$ cat src/rtl/frame_serializer_pkg.sv
// Shared widths and FSM state type for the frame serializer.
package frame_serializer_pkg;

  localparam int unsigned WORD_W  = 16;
  localparam int unsigned NUM_CH  = 8;
  localparam int unsigned FRAME_W = NUM_CH * WORD_W;

  typedef enum logic [1:0] {
    StIdle,
    StCapture,
    StSend
  } state_e;

endpackage

$ cat src/rtl/chan_mask_scan.sv
// Lowest-set-bit finder over a channel mask; also flags any-set and exactly-one-set.
module chan_mask_scan #(
  parameter int unsigned NUM_CH = 8
) (
  input  logic [NUM_CH-1:0] mask,
  output logic [2:0]        index,
  output logic              any,
  output logic              single
);

  // Scan downward so the lowest set bit is the last writer.
  always_comb begin
    index = '0;
    for (int i = int'(NUM_CH) - 1; i >= 0; i--) begin
      if (mask[i]) index = 3'(i);
    end
  end

  assign any    = |mask;
  assign single = any && ((mask & (mask - NUM_CH'(1))) == '0);

endmodule

$ cat src/rtl/frame_serializer.sv
// Pops one frame from a look-ahead FIFO and streams its selected words, lowest channel first.
module frame_serializer #(
  parameter int unsigned WORD_W      = frame_serializer_pkg::WORD_W,
  parameter int unsigned NUM_CH      = frame_serializer_pkg::NUM_CH,
  parameter int unsigned POP_HOLDOFF = 4
) (
  input  logic                     read_clk,
  input  logic                     reset_n,
  input  logic                     enable,
  input  logic [NUM_CH-1:0]        chan_mask,
  input  logic                     fifo_ready,
  input  logic [NUM_CH*WORD_W-1:0] frame_data_in,
  output logic                     frame_pop,
  output logic [WORD_W-1:0]        m_data,
  output logic [2:0]               m_chan,
  output logic                     m_valid,
  input  logic                     m_ready,
  output logic                     m_last,
  output logic                     busy,
  output logic [15:0]              frame_count
);
  import frame_serializer_pkg::*;

  localparam int unsigned HoldW = (POP_HOLDOFF > 0) ? $clog2(POP_HOLDOFF + 1) : 1;

  state_e                     state;
  logic [NUM_CH*WORD_W-1:0]   frame_reg;
  logic [NUM_CH*WORD_W-1:0]   frame_sel;
  logic [NUM_CH-1:0]          mask_reg;
  logic [NUM_CH-1:0]          mask_nxt;
  logic [HoldW-1:0]           holdoff_cnt;
  logic [2:0]                 scan_index;
  logic                       scan_any;
  logic                       scan_single;
  logic                       accept;

  assign accept = m_valid && m_ready;
  assign busy   = (state != StIdle);

  // Mask/frame as they will be after this edge; the scan of it yields the next word to present.
  always_comb begin
    mask_nxt  = mask_reg;
    frame_sel = frame_reg;
    if (state == StCapture) begin
      mask_nxt  = chan_mask;
      frame_sel = frame_data_in;
    end else if (accept) begin
      mask_nxt = mask_reg & ~(NUM_CH'(1) << m_chan);
    end
  end

  chan_mask_scan #(
    .NUM_CH (NUM_CH)
  ) u_scan (
    .mask   (mask_nxt),
    .index  (scan_index),
    .any    (scan_any),
    .single (scan_single)
  );

  always_ff @(posedge read_clk) begin
    if (!reset_n) begin
      state       <= StIdle;
      frame_pop   <= 1'b0;
      m_valid     <= 1'b0;
      m_last      <= 1'b0;
      m_data      <= '0;
      m_chan      <= '0;
      frame_reg   <= '0;
      mask_reg    <= '0;
      holdoff_cnt <= '0;
      frame_count <= '0;
    end else begin
      frame_pop <= 1'b0;
      if (holdoff_cnt != '0) holdoff_cnt <= holdoff_cnt - HoldW'(1);
      case (state)
        StIdle: begin
          if (enable && fifo_ready && (holdoff_cnt == '0)) begin
            state     <= StCapture;
            frame_pop <= 1'b1;
          end
        end
        StCapture: begin
          frame_reg   <= frame_data_in;
          mask_reg    <= chan_mask;
          holdoff_cnt <= HoldW'(POP_HOLDOFF);
          frame_count <= frame_count + 16'd1;
          if (scan_any) begin
            state   <= StSend;
            m_valid <= 1'b1;
            m_data  <= frame_sel[WORD_W*32'(scan_index) +: WORD_W];
            m_chan  <= scan_index;
            m_last  <= scan_single;
          end else begin
            state <= StIdle;
          end
        end
        StSend: begin
          if (accept) begin
            mask_reg <= mask_nxt;
            if (scan_any) begin
              m_data <= frame_sel[WORD_W*32'(scan_index) +: WORD_W];
              m_chan <= scan_index;
              m_last <= scan_single;
            end else begin
              state   <= StIdle;
              m_valid <= 1'b0;
              m_last  <= 1'b0;
            end
          end
        end
        default: state <= StIdle;
      endcase
    end
  end

endmodule

$ cat config.mk
export PLATFORM = sky130hd
export DESIGN_NAME = frame_serializer
export DESIGN_NICKNAME = d
export VERILOG_FILES = /design/src/rtl/frame_serializer_pkg.sv /design/src/rtl/chan_mask_scan.sv /design/src/rtl/frame_serializer.sv
export SDC_FILE = /design/constraint.sdc
export NUM_CORES = 1
export LEC_CHECK = 0
export ABC_CLOCK_PERIOD_IN_PS = 5100
export BUFFER_PORTS_ARGS = -buffer_cell sky130_fd_sc_hd__buf_2
export CORE_MARGIN = 3
export CORE_UTILIZATION = 40
export CTS_CLUSTER_DIAMETER = 60
export DETAILED_ROUTE_END_ITERATION = 6
export MAX_ROUTING_LAYER = met4
export PLACE_DENSITY = 0.69
export SYNTH_ARGS = -nofsm -noshare
export SYNTH_HDL_FRONTEND = slang
export SYNTH_HIERARCHICAL = 1
export SYNTH_SLANG_ARGS = --single-unit
export TNS_END_PERCENT = 10
$ cat constraint.sdc
create_clock -name read_clk -period 5.1 [get_ports read_clk]
set_input_delay 0.51 -clock read_clk [delete_from_list [all_inputs] [get_ports read_clk]]
set_output_delay 0.51 -clock read_clk [all_outputs]
set_load 0.02 [all_outputs]
# == Yosys cells after proc, flatten, opt, wreduce, memory -nomap -nowiden ==
# Index checks and enable logic that the tools add are counted.
# word_totals
reg_bits,179
in_bits,141
output_inout_bits,39
elab_cells,79
# op_classes
n_addsub,3
eq_ne,6
shifts,2
n_mux,35
n_bitwise,4
n_reduce_logical,18
# ops
op,n
128-bit 2-to-1 mux,1
128-bit by 8-bit variable part select with 16-bit output,1
3-bit 2-to-1 mux,12
16-bit 2-to-1 mux,2
16-bit one-hot mux with 2 select lines,1
8-bit 2-to-1 mux,3
16-bit by 1-bit adder with 16-bit output (second input constant),1
8-bit AND,2
8-bit one-hot mux with 2 select lines,1
8-bit zero test,1
2-bit 2-to-1 mux,4
8-bit inverter,1
8-bit OR reduction,1
1-bit by 3-bit left shift with 8-bit output (first input constant),1
8-bit by 1-bit subtractor with 8-bit output (second input constant),1
1-bit 2-to-1 mux,7
2-bit != test (second input constant),3
2-bit one-hot mux with 3 select lines,1
3-bit one-hot mux with 2 select lines,1
3-bit AND reduction,2
2-bit nonzero test,3
1-bit logical AND,4
1-bit one-hot mux with 2 select lines,2
2-bit AND reduction,2
10 further kinds,10

# == Depth between registers and ports, before layout ==
# depth
depth_word,17
depth_mapped,19
ltp_nobuf,12

# == Modules after synthesis ==
# The synthesis kept the hierarchy.
# modules_own_cells
mod,n_inst,cells_each,area_per_inst_um2,seq_area_each_um2
frame_serializer,1,905,8608.3,3583.4
chan_mask_scan,1,24,162.7,0.0

# == Worst setup path after synthesis ==
# OpenSTA, ideal clock, no wires.
# synth_timing
path_kind,register to register
from,reg state[0]
to,reg m_data[10]
setup_ps,117
t_arrival_ps,3388
required_time_ps,4983
path_slack_ps,1596
path_stages_with_launch,19
path_buffers,8
period_less_slack_ps,3504
cell_sequence,dfxtp_1 nor2b_4 buf_6 buf_12 buf_12 buf_6 buf_2 buf_2 o21ai_0 nor2_1 nor3_1 nor3_1 nor3_1 clkbuf_1 clkbuf_1 mux4_2 a22oi_1 nand2_1 a22o_1
# synth_between
elab_chain_len,14
word_cells_on_any_way,20
classes_between,eq/ne: 3; shift: 1; mux: 13; reduce/logical: 3
# synth_lines
element,line,source
start: declaration,frame_serializer.sv:26,state_e state;
start signal: assignment,frame_serializer.sv:63,state <= StIdle;
start signal: assignment,frame_serializer.sv:79,state <= StCapture;
start signal: assignment,frame_serializer.sv:89,state <= StSend;
2-bit by 1-bit == test with 1-bit output *,frame_serializer.sv:44,if (state == StCapture) begin
8-bit 2-to-1 mux *,frame_serializer.sv:44,
via mask_nxt[7],frame_serializer.sv:30,logic [NUM_CH-1:0] mask_nxt;
3-bit 2-to-1 mux * (8 in series),chan_mask_scan.sv:15,if (mask[i]) index = 3'(i);
via scan_index[1],frame_serializer.sv:32,logic [2:0] scan_index;
128-bit by 8-bit variable part select with 16-bit output *,"frame_serializer.sv:91, frame_serializer.sv:102",
16-bit 2-to-1 mux *,"frame_serializer.sv:88, frame_serializer.sv:101",
16-bit 2-to-1 mux,frame_serializer.sv:99,if (accept) begin
16-bit one-hot mux with 2 select lines *,frame_serializer.sv:76,case (state)
end signal: assignment,frame_serializer.sv:91,m_data <= frame_sel[WORD_W*32'(scan_index) +: WORD_W];
end signal: assignment,frame_serializer.sv:102,m_data <= frame_sel[WORD_W*32'(scan_index) +: WORD_W];
end: declaration,frame_serializer.sv:14,"output logic [WORD_W-1:0] m_data,"
# Mark *: on every way through the listed nets, which the timed path passes. The rest lies on a longest branch. The select of a mux whose other input is x is not followed.
# A chain may end at the register's enable or synchronous reset.

# == Worst setup path in the final report ==
# layout_timing
from,reg state[0]
to,reg m_data[10]
# layout_between
word_cells_on_any_way,20
classes_between,eq/ne: 3; shift: 1; mux: 13; reduce/logical: 3
# layout_lines
element,line
2-bit by 1-bit == test with 1-bit output *,frame_serializer.sv:44
8-bit 2-to-1 mux *,frame_serializer.sv:44
via mask_nxt[2],frame_serializer.sv:30
3-bit 2-to-1 mux * (3 in series),chan_mask_scan.sv:15
via scan_index[2],frame_serializer.sv:32
128-bit by 8-bit variable part select with 16-bit output *,"frame_serializer.sv:91, frame_serializer.sv:102"
16-bit 2-to-1 mux *,"frame_serializer.sv:88, frame_serializer.sv:101"
16-bit 2-to-1 mux,frame_serializer.sv:99
16-bit one-hot mux with 2 select lines *,frame_serializer.sv:76
# Marked as above.

==> metrics.txt <==
status finished clean; Post-synth top flop dfxtp_1; routability cong. 0.882; crit-path leading delay family simple AND/OR/NAND/NOR gates; Crit Reg-Reg Startpoint state[0]; Pwr Total 3.89 mW; most common cell after layout, fill and taps aside nand2_1; Hold-fix buffers, CTS 0; Slowest Stage Delay on Critical Path 790 ps; Detail Placement HPWL 16,700 um; worst rel slew slack 32.4%; worst path required time 5430 ps; max FFs per register 128; pre-CTS setup slack between 1000 and 1500 ps; Max clock buf depth 2; IO Port Bufs 179; worst path bufs/invs 1; Post-Syn Area between 8000 and 9000 um^2; TritonCTS clock tree built; register area 3580 um^2; hold slack 329 ps; CTS Sinks between 150 and 200; CTS resizes 0; leakage power 3.88 nW; CP max-delay cell nor2b_4; Most common cell on crit path nor2_1; vias in the first global route 6,697; Max VDD drop 0.232 mV; Worst Tran Pin Value between 1000 and 1500 ps; First-pass DRT Iterations 5; mean area per synthesized cell approximately 9.4 um^2; largest net degree at the start of global routing 110; fillers between 2,000 and 2,500; #FFs+latches synth around 180; Syn Inst Count 929; first-pass GRT wire length ~37,000 um; ys async rst share 0%; WL final 23,300 um; post-DR vias/cell roughly 5.3; fin crit period ~4000 ps; setup TNS 0 ps; vias post-DR 7,177; Period Utilization, post-route between 70% and 80%; initial antenna violation count 1; type of origin of the critical path register; clk slew on worst S/H paths 70 ps; Seq/Total Area, Yosys 40.9%; Post-synth EDFFs 0; RSZ-0062 raised after global routing false; die width approximately 150 um; CP Max Fanout 32; Nets 1,208; Critical Path, Cell by Cell nor2b_4, o21ai_0, nor4_4, inv_1, nor2_1, nor2_1, a22oi_1, nand2_1, a22o_1; CP Capture Type register; all-layer global routing usage between 10% and 20%; # H-tree levels 4; drt drc 0; CP Class reg2reg; Area growth, synth to finish 17.9%; clock skew 16.6 ps; final setup fails 0; CTS root buffer clkbuf_16; initial drt markers 569; total grt overflow 0; Ys Warns 6; Netlist cell types 53; clock buffer count from CTS 17; Fin. Hold Viols 0; hold_sp frame_data_in[26]; Core Box Area 21,300 um^2; routed length per placed instance 17.2 um; critical path arrival roughly 4300 ps; Max Transition Viols Final 0; commonest cells after routing, fill and taps aside nand2_1, dfxtp_1, buf_2, a21boi_0, mux4_2; maxcap violations 0; share of layout cells above drive strength 1 25.7%; Worst setup startpoint state[0]; post-route ant nets 0; die area roughly 24,000 um^2; post-synth net total 1,074; final worst slack 1110 ps; Site Rows 53; starting density of the core 41.2%; achievable frequency around 250 MHz; Post-CTS Setup Inserts 0; I/O Pins 180; min-delay worst type in2reg; die height 154 um; latest clock arrival within the worst-skew pair 440 ps; Multi-input gate area 4790 um^2; PwrDens between 300 and 400 nW/um^2
cell usage after synthesis (2+ instances only):
master      n  area [um^2]
nand2_1   233          875
dfxtp_1   179         3580
a21boi_0  110          826
mux4_2     48         1080
clkbuf_1   47          176
nor2b_1    44          275
mux2i_1    41          410
a22oi_1    33          248
o21ai_0    25          125
buf_2      14         70.1
nor2_1     14         52.6
and2_1     13         81.3
a22o_1     10         87.6
inv_1      10         37.5
a21oi_1     9         45.0
nand3_1     9         45.0
xnor2_1     8         70.1
nand4_1     7         43.8
a31oi_1     6         37.5
nor3_1      6         30.0
nand3b_1    5         37.5
or3_1       5         31.3
buf_4       4         30.0
buf_6       4         45.0
ha_1        4         50.1
nand2b_1    4         25.0
xor2_1      4         35.0
and3_1      3         18.8
and4_1      3         26.3
buf_1       2         7.51
buf_12      2         40.0
nand4b_1    2         17.5
worst paths after layout:
path | endpoint | slack [ps] | depth (start not counted)
max | m_data[10] | 1110 | 9
min reg2reg | frame_reg[51] | 460 | 2
min | frame_reg[26] | 330 | 3
max reg2reg | m_data[10] | 1110 | 9
cell families (layout without fill, tap and decap cells):
| family | after synthesis | count (layout) | synth area share (%) |
|---|---|---|---|
| AO/OA/AOI/OAI | 205 | 205 | 16.9 |
| XOR/XNOR | 12 | 12 | 1.20 |
| adder cells (fa/ha/maj) | 5 | 5 | 0.685 |
| buffers and inverters | 83 | 230 | 4.64 |
| flip-flops | 179 | 179 | 40.9 |
| multiplexers | 89 | 89 | 17.0 |
| other | 0 | 1 | 0 |
| AND/OR/NAND/NOR | 356 | 356 | 18.7 |
area by class of cell:
type | count | share of cell area (%)
Antenna cell | 1 | 0.0242
Clock buffer | 18 | 4.25
Clock inverter | 14 | 1.58
Inverter | 10 | 0.363
Multi-Input combinational cell | 667 | 46.3
Sequential cell | 179 | 34.6
Tap cell | 275 | 3.33
Timing Repair Buffer | 188 | 9.46
metal layers:
| layer | part of all wire [%] | wire length (um) | vias up | GRT usage, % |
|---|---|---|---|---|
| met5 | 0 | 0 | - | - |
| met4 | 2.6 | 608 | 0 | 6.69 |
| li1 | - | - | 3529 | - |
| met1 | 44 | 10300 | 3362 | 26.9 |
| met3 | 6.5 | 1510 | 38 | 3.94 |
| met2 | 47 | 10800 | 248 | 30.2 |
report_power, final:
group          switching (mW)  internal (mW)  leakage [nW]
Combinational           0.590          0.409          2.13
Clock                   0.606          0.752         0.299
Sequential             0.0431           1.49          1.45
Total                    1.24           2.65          3.88
worst reg2reg max path, delay by kind of cell (launching register included):
family | cells | cell delay (ps)
and+or+nand+nor | 5 | 2370
AOI/OAI and AO/OA | 3 | 960
DFF | 1 | 430
buffers and inverters | 1 | 130
stage by stage:
stage	instance area (um^2)	cells	util [%]
3_5_place_dp	9740	1319	45.7
3_3_place_gp	9740	1319	45.7
2_1_floorplan	8770	929	-
6_report	10300	1352	48.6
5_1_grt	10300	1352	48.6
4_1_cts	10300	1351	48.6
Note: power is estimated with default switching activity, not from simulation.
